File: src/rtl/shift_unit_pipe.sv
// Two-stage pipelined shift/rotate unit (SHL/SHR/SAR) with x86 flag generation.
// Define SHIFT_ROTATE_EN to add ROL/ROR; otherwise those opcodes are illegal.
module shift_unit_pipe #(
  parameter int unsigned WIDTH = 32,
  parameter int unsigned CNT_W = $clog2(WIDTH)
) (
  input  logic             clk,
  input  logic             rst,
  input  logic             flush,
  input  logic             in_valid,
  output logic             in_ready,
  input  logic [2:0]       in_op,
  input  logic [1:0]       in_size,
  input  logic [WIDTH-1:0] in_data,
  input  logic [CNT_W-1:0] in_cnt,
  input  logic [5:0]       in_flags,
  output logic             out_valid,
  input  logic             out_ready,
  output logic [WIDTH-1:0] out_data,
  output logic [5:0]       out_flags,
  output logic             out_flags_we
);

  typedef enum logic [2:0] {
    OP_SHL = 3'b000,
    OP_SHR = 3'b001,
    OP_SAR = 3'b010,
    OP_ROL = 3'b011,
    OP_ROR = 3'b100
  } op_e;

  typedef enum logic [1:0] {
    SZ_8   = 2'b00,
    SZ_16  = 2'b01,
    SZ_W   = 2'b10,
    SZ_BAD = 2'b11
  } size_e;

  function automatic logic [WIDTH-1:0] size_mask(input size_e sz);
    case (sz)
      SZ_8:    return {{(WIDTH-8){1'b0}}, 8'hFF};
      SZ_16:   return {{(WIDTH-16){1'b0}}, 16'hFFFF};
      SZ_W:    return '1;
      default: return '0;
    endcase
  endfunction

  logic             s1_valid, s2_valid, s1_adv, s2_adv;
  op_e              s1_op;
  size_e            s1_size;
  logic [WIDTH-1:0] s1_data;
  logic [CNT_W-1:0] s1_cnt;
  logic [5:0]       s1_flags;

  assign s2_adv    = !s2_valid || out_ready;
  assign s1_adv    = !s1_valid || s2_adv;
  assign in_ready  = s1_adv;
  assign out_valid = s2_valid;

  always_ff @(posedge clk or posedge rst) begin
    if (rst) begin
      s1_valid <= 1'b0;
      s1_op    <= OP_SHL;
      s1_size  <= SZ_8;
      s1_data  <= '0;
      s1_cnt   <= '0;
      s1_flags <= '0;
    end else if (flush) begin
      s1_valid <= 1'b0;
    end else if (s1_adv) begin
      s1_valid <= in_valid;
      if (in_valid) begin
        s1_op    <= op_e'(in_op);
        s1_size  <= size_e'(in_size);
        s1_data  <= in_data & size_mask(size_e'(in_size));
        s1_cnt   <= in_cnt;
        s1_flags <= in_flags;
      end
    end
  end

  logic [WIDTH-1:0] mask, msb, x, sext, res_d;
  logic [WIDTH:0]   shl_v, shr_v;
  logic             sign, fill, shl_cf, one, legal, cf, of, we_d;
  logic [5:0]       flags_d;
`ifdef SHIFT_ROTATE_EN
  logic [WIDTH-1:0] rep, rol_v, ror_v;
`endif

  always_comb begin
    mask  = size_mask(s1_size);
    msb   = mask ^ (mask >> 1);
    x     = s1_data;
    sign  = |(x & msb);
    fill  = (s1_op == OP_SAR) && sign;
    sext  = x | (fill ? ~mask : '0);
    // Extra LSB on the right shifter / bit S on the left shifter hold the last bit shifted out.
    shl_v = {1'b0, x};
    shr_v = {sext, 1'b0};
    for (int unsigned k = 0; k < CNT_W; k++) begin
      if (s1_cnt[k]) begin
        shl_v = shl_v << (2**k);
        shr_v = (shr_v >> (2**k)) | (fill ? ~({(WIDTH+1){1'b1}} >> (2**k)) : '0);
      end
    end
    case (s1_size)
      SZ_8:    shl_cf = shl_v[8];
      SZ_16:   shl_cf = shl_v[16];
      default: shl_cf = shl_v[WIDTH];
    endcase
`ifdef SHIFT_ROTATE_EN
    // Replicating the operand across WIDTH makes a WIDTH-bit rotate equal a rotate mod S.
    case (s1_size)
      SZ_8:    rep = {(WIDTH/8){x[7:0]}};
      SZ_16:   rep = {(WIDTH/16){x[15:0]}};
      default: rep = x;
    endcase
    rol_v = rep;
    ror_v = rep;
    for (int unsigned k = 0; k < CNT_W; k++) begin
      if (s1_cnt[k]) begin
        rol_v = (rol_v << (2**k)) | (rol_v >> (WIDTH - 2**k));
        ror_v = (ror_v >> (2**k)) | (ror_v << (WIDTH - 2**k));
      end
    end
    legal = (s1_size != SZ_BAD) && (s1_op inside {OP_SHL, OP_SHR, OP_SAR, OP_ROL, OP_ROR});
`else
    legal = (s1_size != SZ_BAD) && (s1_op inside {OP_SHL, OP_SHR, OP_SAR});
`endif
    one     = (s1_cnt == CNT_W'(1));
    res_d   = '0;
    flags_d = s1_flags;
    we_d    = 1'b0;
    cf      = 1'b0;
    of      = 1'b0;
    if (legal && s1_cnt == '0) begin
      res_d = x;
    end else if (legal) begin
      we_d = 1'b1;
      case (s1_op)
        OP_SHL: begin
          res_d = shl_v[WIDTH-1:0] & mask;
          cf    = shl_cf;
          of    = one && (|(res_d & msb) ^ cf);
        end
        OP_SHR: begin
          res_d = shr_v[WIDTH:1] & mask;
          cf    = shr_v[0];
          of    = one && sign;
        end
        OP_SAR: begin
          res_d = shr_v[WIDTH:1] & mask;
          cf    = shr_v[0];
        end
`ifdef SHIFT_ROTATE_EN
        OP_ROL: begin
          res_d = rol_v & mask;
          cf    = res_d[0];
          of    = one && (|(res_d & msb) ^ cf);
        end
        OP_ROR: begin
          res_d = ror_v & mask;
          cf    = |(res_d & msb);
          of    = one && (cf ^ |(res_d & (msb >> 1)));
        end
`endif
        default: ;
      endcase
      if (s1_op inside {OP_SHL, OP_SHR, OP_SAR})
        flags_d = {of, |(res_d & msb), res_d == '0, 1'b0, ~^res_d[7:0], cf};
      else
        flags_d = {of, s1_flags[4:1], cf};
    end
  end

  always_ff @(posedge clk or posedge rst) begin
    if (rst) begin
      s2_valid     <= 1'b0;
      out_data     <= '0;
      out_flags    <= '0;
      out_flags_we <= 1'b0;
    end else if (flush) begin
      s2_valid <= 1'b0;
    end else if (s2_adv) begin
      s2_valid <= s1_valid;
      if (s1_valid) begin
        out_data     <= res_d;
        out_flags    <= flags_d;
        out_flags_we <= we_d;
      end
    end
  end

endmodule

File: config.mk
export PLATFORM = sky130hd
export DESIGN_NAME = shift_unit_pipe
export DESIGN_NICKNAME = d
export VERILOG_FILES = /design/src/rtl/shift_unit_pipe.sv
export SDC_FILE = /design/constraint.sdc
export NUM_CORES = 1
export LEC_CHECK = 0
export CAP_MARGIN = 20
export CORE_UTILIZATION = 63
export DETAILED_ROUTE_END_ITERATION = 8
export DONT_BUFFER_PORTS = 1
export PLACE_DENSITY = 0.79
export SETUP_SLACK_MARGIN = 0.5
export SYNTH_ARGS = -nofsm -noshare
export SYNTH_HDL_FRONTEND = slang
export SYNTH_SLANG_ARGS = --single-unit
File: constraint.sdc
create_clock -name clk -period 7.3 [get_ports clk]
set_clock_uncertainty 0.05 [all_clocks]
set_input_delay 1.825 -clock clk [delete_from_list [all_inputs] [get_ports clk]]
set_output_delay 1.825 -clock clk [all_outputs]
set_load 0.01 [all_outputs]
# == Yosys cells after proc, flatten, opt, wreduce, memory -nomap -nowiden ==
# Index checks and enable logic that the tools add are counted.
# classes
n_eq_ne,8
n_mux,38
n_bitwise,16
n_reduce_logical,24
# op_table
op,n
$mux W33,15
$mux W32,8
$and A32 B32 Y32,6
$pmux W32 S3,2
$reduce_or A32 Y1,3
$pmux W32 S2,1
$or A17 B33 Y33,1
$or A25 B33 Y33,1
$or A29 B33 Y33,1
$or A31 B33 Y33,1
$or A32 B33 Y33,1
$logic_not A32 Y1,1
$not A32 Y32,1
$or A32 B32 Y32,1
$xor A32 B31 Y32,1
$mux W6,2
$reduce_xnor A8 Y1,1
$mux W1,6
$pmux W1 S2,3
$reduce_and A3 Y1,2
$eq A5 B1 Y1 const B,1
$logic_and A1 B1 Y1,5
$logic_not A5 Y1,1
$mux W5,1
14 further kinds,20
# word_totals
reg_bits,89
in_bits,53
output_inout_bits,41
elab_cells,96

# == Logic depth before layout (Yosys ltp) ==
# Gate-level depths: netlist (run 1).
# depth
depth_word,27
ltp_mapped,18
depth_no_buf,15

# == Worst setup path before layout (run 1) ==
# Ideal clock, no wire load.
# synth_timing
kind,register to register
startpoint,register s1_size[0]
endpoint,register out_flags[3]
setup_ns,0.076
arrival_ns,4.364
t_required_ns,7.174
slack_ns,2.809
path_stages_with_launch,16
path_buffers,0
synth_period_minus_slack_ns,4.491
path_cell_list,dfrtp_1 inv_1 ha_1 a222oi_1 nor3b_1 o32ai_1 a22oi_1 mux4_2 nor2_1 o31a_1 ha_1 nand4_1 or3_1 or4_1 or4_1 o21ai_1
# synth_via
elab_chain_cells,26
elab_cells_between_ends,38
cone_classes,eq/ne: 3; mux: 18; bitwise: 11; reduce/logical: 6
# synth_lines
element,line_no,rtl
"start, declared",50,size_e s1_size;
"start signal, assigned",74,s1_size <= size_e'(in_size);
"$eq A2 B2 Y1, or another cell as far along",40,case (sz)
$pmux W32 S3,40,
$xor A32 B31 Y32,92,msb = mask ^ (mask >> 1);
$and A32 B32 Y32,94,sign = |(x & msb);
$reduce_or A32 Y1,94,
$logic_and A1 B1 Y1,95,fill = (s1_op == OP_SAR) && sign;
$mux W32,96,sext = x | (fill ? ~mask : '0);
$or A32 B32 Y32,96,
(+10 left out),--,
$and A32 B32 Y32,"147, 152",
$pmux W32 S2,140,case (s1_op)
$mux W32,138,end else if (legal) begin
$mux W32,136,if (legal && s1_cnt == '0) begin
$logic_not A32 Y1,170,"flags_d = {of, |(res_d & msb), res_d == '0, 1'b0, ~^res_d[7:0], cf};"
$mux W5,169,"if (s1_op inside {OP_SHL, OP_SHR, OP_SAR})"
$mux W6,138,
$mux W6 (*),136,
"end signal, assigned",188,out_flags <= flags_d;
"end, declared",20,"output logic [5:0] out_flags,"
# Every way passes the cells marked *; elsewhere a longest branch is shown, timed or not. The select of a mux whose other input is x is not followed.
# A chain may end at the register's enable or synchronous reset.

# == Worst setup path after layout (run 1) ==
# Ends and elaborated chain as after synthesis.

==> results of run 1 <==
metrics by stage:
stage               util, %  hold WS [ns]
CTS                    66.9         0.470
global route           67.0         0.505
floorplan                 -         0.421
global placement       64.7         0.443
finish                 67.1         0.478
detailed placement     64.7         0.455
worst max-delay path, delay by kind of cell, from the launching register on:
kind | cells | cell delay, ns
AOI/OAI and AO/OA | 7 | 2.11
DFF | 1 | 0.41
adders and majority gates | 2 | 0.68
and+or+nand+nor | 5 | 1.55
buffers and inverters | 2 | 0.39
area by class of cell:
cell class	instances	share of cell area (%)
multi-input cells	821	67.0
flip-flops and latches	89	24.9
clock buffers	10	2.66
well taps	176	2.45
repair buffers	20	1.95
clock inverters	6	0.557
inverters	12	0.515
diodes	1	0.0278
cells by family (layout without fill, tap and decap cells):
group | Yosys count | after routing
xor+xnor | 4 | 4
compound gates | 310 | 310
simple gates | 355 | 355
mux | 141 | 141
other cells | 0 | 1
fa+ha+maj | 11 | 11
buf+inv | 119 | 48
flops | 89 | 89
cell usage in the layout (no fill, tap or decap), types with 11 or more instances in the layout:
cell type / synthesis / final
nand2b_1: 30 / 30
dfrtp_1: 89 / 86
a31oi_1: 19 / 19
mux4_2: 52 / 52
a21oi_1: 51 / 51
a211oi_1: 11 / 11
nand3_1: 17 / 17
nand2_1: 160 / 160
nor2_1: 63 / 63
mux2i_1: 50 / 50
o21ai_0: 92 / 92
nor3_1: 21 / 21
ha_1: 11 / 11
o22ai_1: 21 / 21
buf_4: 6 / 18
mux2_2: 37 / 37
final timing paths:
kind	start	end	slack, ns	depth (start not counted)
worst min register to register	s1_flags[0]	s1_flags[0]	0.48	1
worst max register to register	s1_size[0]	out_flags[3]	2.03	16
min in group asynchronous	rst	out_valid	1.45	2
worst min-delay path	s1_flags[0]	s1_flags[0]	0.48	1
worst max-delay path	s1_size[0]	out_flags[3]	2.03	16
max in group asynchronous	rst	s1_cnt[0]	5.09	3
where the power goes:
part           switching [mW]  internal (mW)
Combinational           0.612          0.384
Sequential              0.172          0.553
Clock                   0.225          0.245
state kept, by name (all words and copies together) (netlist names):
register,count
s1_cnt,5
out_flags_we,1
out_data,32
s1_op,3
s1_data,32
s1_flags,6
out_flags,6
out_valid,1
s1_valid,1
s1_size,2
synth_stat cells (17+ instances only):
library cell / instances
a21oi_1: 51
nand2b_1: 30
mux2_2: 37
nor2_1: 63
a31oi_1: 19
clkbuf_1: 70
dfrtp_1: 89
o22ai_1: 21
mux2i_1: 50
nand3_1: 17
mux4_2: 52
buf_2: 24
nor3_1: 21
nand2_1: 160
o21ai_0: 92
per-layer routing:
metal  global-route usage (%)  vias to the layer above  wire, microns
met5                    0.735                        -              0
met4                     31.8                        0           2520
met3                     17.4                      208           5060
met2                     70.9                      791          14600
met1                     63.3                     4226          12500
li1                         -                     3725              -
==> reports/results.tsv, run 1 <==
stage	metric	value	unit
global_routing	number of antenna violations at the first check in global routing	0	
cts	Worst-path clk slew	0.07	ns
drt	DRC Markers	0	
synthesis	Async SR Flop Fraction	100	%
floorplan	Core ar.	13400	sq um
run	MaxCap Viol Count	0	
global_routing	global-route wire length before repair	52300	microns
critical_path	CP Cell Sequence	inv_1 -> ha_1 -> a222oi_1 -> buf_4 -> nor3b_1 -> o32ai_1 -> a22oi_1 -> a211oi_1 -> a2111oi_0 -> a21oi_1 -> ha_1 -> nand4_1 -> or3_1 -> or4_1 -> or4_1 -> o21ai_1	
drt	drt first pass iters	6	
floorplan	die width	120	microns
critical_path	Worst path slowest cell	a211oi_1	
finish	register area	2240	sq um
synthesis	FF+latch count, synth	89	
sta	f_max	190	MHz
cts	Root Buffer Master	clkbuf_16	
worst_hold_path	worst hold-check path type	flip-flop to flip-flop	
drt	DR WL/cell	30.5	microns
critical_path	CP Data Required Time	7.54	ns
global_routing	largest net degree at the start of global routing	90	
sta	Slew @ Worst Pin	1.14	ns
critical_path	critical path data arrival time	5.51	ns
cts	CTS tree	done	
synthesis	Post-Synth XOR/XNOR Area	0.400	%
finish	layout cells sized above 1	16.0	%
place	Setup WS pre-CTS	2.29	ns
critical_path	Crit path largest cell delay	0.57	ns
sta	slew margin rel.	23.4	%
finish	Area Growth Syn to Fin	2.64	%
power	Design Power	2.19	mW
sta	fin worst setup slack	2.03	ns
synthesis	post-synthesis mux area share	24.2	%
synthesis	synth top area cells	dfrtp_1 (25%), mux4_2 (13%), nand2_1 (6.9%), mux2i_1 (5.7%), o21ai_0 (5.3%)	
finish	multi-input logic area	6020	sq um
synthesis	syn avg cell area	8.51	sq um
synthesis	post-synthesis cell count	1029	
place	PortBufs	0	
place	placed insts	1117	
synthesis	Yosys Warn Count	0	
sta	Total Neg Setup Slack	0	ns
floorplan	full die area	14400	sq um
finish	Fillers	1102	
synthesis	Mapped Area	8760	sq um
synthesis	Adder-Cell Fraction of Synth Area	1.57	%
synthesis	Simple-Gate Fraction of Synth Area	19.1	%
finish	Post-Layout Cell Count	1135	
critical_path	CP max FO	23	
status	outcome	finished, final reports clean	
sta	RSZ-0062 raised after global routing	false	
global_routing	gr ovfl total	0	
synthesis	Synth area leader	dfrtp_1	
cts	Worst-Skew Late Latency	0.36	ns
floorplan	Ports	94	
critical_path	CP Launch Type	flip-flop	
cts	Post-CTS Setup Repair Bufs	0	
drt	Routed WL	34700	microns
critical_path	Setup CP Type	flip-flop to flip-flop	
drt	average via count per standard cell	7.89	
floorplan	initial core utilization	65.3	%
synthesis	ys flop type	dfrtp_1	
sta	final hold vios	0	
sta	Final period util	72.2	%
floorplan	Die Y-Extent	120	microns
cts	CTS Hold Bufs	0	
synthesis	Synth top area share	25.4	%
cts	Longest Clk Path Bufs	2	
cts	H-tree Lvls	3	
drt	Iteration-0 DRC Markers	1394	
sta	Slew Viols, Final	0	
synthesis	syn nets	1093	
synthesis	Synth Area in Compound Gates	23.3	%
drt	Vias	8950	
synthesis	post-synth cell types	81	
power	Leak	3.57	nW
global_routing	vias in the first global route	8531	
sta	Final Critical Period	5.27	ns
synthesis	Seq/Total Area, Yosys	25.4	%
finish	Design Area, Final	8990	sq um
place	HPWL after detailed placement	24500	microns
finish	fin nets	1017	
cts	total CTS buffers	9	
synthesis	Post-synth EDFFs	0	
synthesis	largest family of logic cells by synthesized area	multiplexers	
critical_path	Critical Path End Type	flip-flop	
cts	number of clock sinks	89	
floorplan	Rows	42	
sta	Final Setup Violations	0	
place	Cell Area, Placed	8680	sq um
global_routing	Global Route Usage Sum	49.5	%
place	gpl congestion	1.16	
cts	Post-CTS Resized	0	
drt	ANT nets after route	0	
power	Worst IR Drop VDD	0.207	mV
power	PwrDens	244	nW/um^2
Power figures use the tool's default switching activity.
==> run 2, diff against run 1 <==
--- a/config.mk
+++ b/config.mk
@@ -6,7 +6,7 @@
 export NUM_CORES = 1
 export LEC_CHECK = 0
 export CAP_MARGIN = 20
-export CORE_UTILIZATION = 63
+export CORE_UTILIZATION = 60
 export DETAILED_ROUTE_END_ITERATION = 8
 export DONT_BUFFER_PORTS = 1
 export PLACE_DENSITY = 0.79
==> constraint.sdc (replaced) <==
create_clock -name clk -period 4.8 [get_ports clk]
set_clock_uncertainty 0.05 [all_clocks]
set_input_delay 1.2 -clock clk [delete_from_list [all_inputs] [get_ports clk]]
set_output_delay 1.2 -clock clk [all_outputs]
set_load 0.01 [all_outputs]
==> run 2 against run 1 <==
Critical endpoint unchanged. Design area grew 5.4%. Largest cell class unchanged. Highest routed layer unchanged. Sequential share of layout area shrank 1.3 points. Clock-buffer cell count shrank 1. Die area grew 4.9%.
==> reports/results.tsv, run 2 (same netlist as run 1, synthesis figures left out) <==
stage	metric	value	unit	change
floorplan	Core ar.	14000	sq um	+4.8%
finish	register area	2240	sq um	about the same
power	Leak	3.83	nW	+7.4%
finish	commonest non-fill, non-tap cell in the layout	nand2_1		
critical_path	r2r worst-path depth	17		+1
sta	final hold vios	0		unchanged
drt	max layer used	met4		
drt	met2 wire length	15200	microns	+4.1%
floorplan	Die Y-Extent	123	microns	+2.4%
finish	antenna cell count	0		-1
place	PortBufs	0		unchanged
finish	multi-input logic area	6090	sq um	+1.2%
global_routing	largest net degree at the start of global routing	65		-28%
sta	Slew Viols, Final	0		unchanged
floorplan	Rows	43		+2.4%
worst_hold_path	worst hold-check path type	flip-flop to flip-flop		
place	gpl congestion	1.10		-5.2%
sta	slew margin rel.	27.8	%	+4.4 points
finish	fin nets	1068		+5.0%
drt	DR WL/cell	30.1	microns	-1.4%
place	HPWL after detailed placement	26300	microns	+7.3%
critical_path	Setup CP Type	flip-flop to flip-flop		
cts	total CTS buffers	9		unchanged
cts	Longest Clk Path Bufs	2		unchanged
critical_path	Critical Path End Type	flip-flop		
critical_path	critical path data arrival time	4.56	ns	-0.95 ns
finish	layout cells sized above 1	21.4	%	+5.4 points
global_routing	Global Route Usage Sum	47.1	%	-2.4 points
sta	Final period util	90.1	%	+18 points
finish	commonest cells after routing, fill and taps aside	nand2_1 (160), o21ai_0 (91), dfrtp_1 (85), buf_4 (65), nor2_1 (62)		
floorplan	die width	123	microns	+2.4%
cts	CTS tree	done		
global_routing	global-route wire length before repair	51000	microns	-2.4%
sta	f_max	231	MHz	+22%
critical_path	R2R setup slack	0.48	ns	-1.55 ns
critical_path	reg2reg start	s1_size[0]		
floorplan	full die area	15100	sq um	+4.9%
sta	Total Neg Setup Slack	0	ns	unchanged
sta	Final Setup Violations	0		unchanged
global_routing	gr ovfl total	0		unchanged
finish	top flop regs	out_data: 32 flops, s1_data: 32 flops		
sta	RSZ-0062 raised after global routing	true		
status	outcome	finished, final reports clean		
cts	Root Buffer Master	clkbuf_16		
critical_path	CP max FO	6		-74%
cts	Worst-Skew Late Latency	0.37	ns	about the same
finish	Area Growth Syn to Fin	8.23	%	
floorplan	Ports	94		unchanged
finish	Fillers	1108		+0.54%
power	PwrDens	365	nW/um^2	+50%
drt	DRC Markers	0		unchanged
critical_path	Reg2Reg Capture Point	out_flags[3]		
drt	WL met1	13200	microns	+5.3%
worst_hold_path	hold_sp	s1_flags[0]		
power	Worst IR Drop VDD	0.275	mV	+33%
drt	Iteration-0 DRC Markers	1634		+17%
drt	ANT nets after route	0		unchanged
power	Design Power	3.46	mW	+58%
global_routing	vias in the first global route	8376		-1.8%
worst_hold_path	hold path endpoint	s1_flags[0]		
worst_hold_path	hold path depth	1		unchanged
cts	number of clock sinks	89		unchanged
floorplan	initial core utilization	62.4	%	-3.0 points
drt	DR WL met3	5170	microns	+2.1%
run	MaxCap Viol Count	0		unchanged
drt	drt first pass iters	7		+1
drt	Routed WL	35800	microns	+3.3%
sta	Slew @ Worst Pin	1.08	ns	-0.0610 ns
global_routing	number of antenna violations at the first check in global routing	1		+1
critical_path	CP Data Required Time	5.04	ns	-2.50 ns
cts	H-tree Lvls	3		unchanged
critical_path	CP Launch Type	flip-flop		
drt	average via count per standard cell	7.76		-1.6%
sta	Final Critical Period	4.32	ns	-0.946 ns
drt	Vias	9223		+3.1%
cts	Worst-path clk slew	0.07	ns	about the same
run 2: per-layer routing:
layer | track usage, % | up-vias
met5 | 0 | -
li1 | - | 3822
met2 | 68.8 | 852
met3 | 14.5 | 211
met4 | 25.5 | 0
met1 | 61.9 | 4338
run 2: what timing repair did:
action / in CTS / in global routing
pin swaps: 0 / 11
buffers inserted: 2 / 15
resized for setup: 2 / 8
endpoints found under the setup margin: 1 / 2
hold buffers: 0 / 0
run 2: report_power, final:
group	switching [mW]	total, mW	internal (mW)	leakage (nW)
Sequential	0.220	1.06	0.842	1.16
Clock	0.347	0.707	0.360	0.128
Combinational	1.02	1.69	0.672	2.55
run 2: layout make-up:
cell class	instances	area share (%)
Tap cell	180	2.38
Multi-Input combinational cell	821	64.3
Clock buffer	9	2.38
Inverter	12	0.489
Timing Repair Buffer	71	6.21
Sequential cell	89	23.6
Clock inverter	7	0.647
run 2: how the worst max path moves through the flow:
stage	from	end	slack (ns)	cells past startpoint
after floorplan	s1_size[0]	out_flags[3]	0.50	15
after global placement	s1_size[0]	out_flags[3]	0.51	17
after detailed placement	s1_size[0]	out_flags[3]	0.44	17
after CTS	s1_size[0]	out_flags[3]	0.55	16
after global routing	s1_size[0]	out_flags[3]	0.28	17
final	s1_size[0]	out_flags[3]	0.48	17
run 2: critical path, cell delays in order, from the launching register on:
cell      delay (ns)
dfrtp_2         0.43
inv_2           0.08
ha_4            0.17
a222oi_1        0.42
buf_4           0.22
nor2_1          0.08
buf_4           0.17
o32ai_4         0.14
a22oi_1         0.12
mux4_2          0.52
nor2_2          0.10
o31a_1          0.18
ha_2            0.18
nand4_1         0.06
or3_1           0.30
or4_1           0.40
or4_1           0.51
o21ai_1         0.12
run 2: through the flow:
step | setup slack (ns) | cells | hold slack [ns] | util (%) | instance area [sq um]
floorplan | 0.505 | 1029 | 0.421 | - | 8800
global placement | 0.509 | 1155 | 0.434 | 63.9 | 8970
detailed placement | 0.441 | 1155 | 0.441 | 63.9 | 8970
CTS | 0.552 | 1173 | 0.456 | 66.1 | 9280
global route | 0.277 | 1189 | 0.474 | 67.5 | 9480
finish | 0.477 | 1189 | 0.456 | 67.5 | 9480
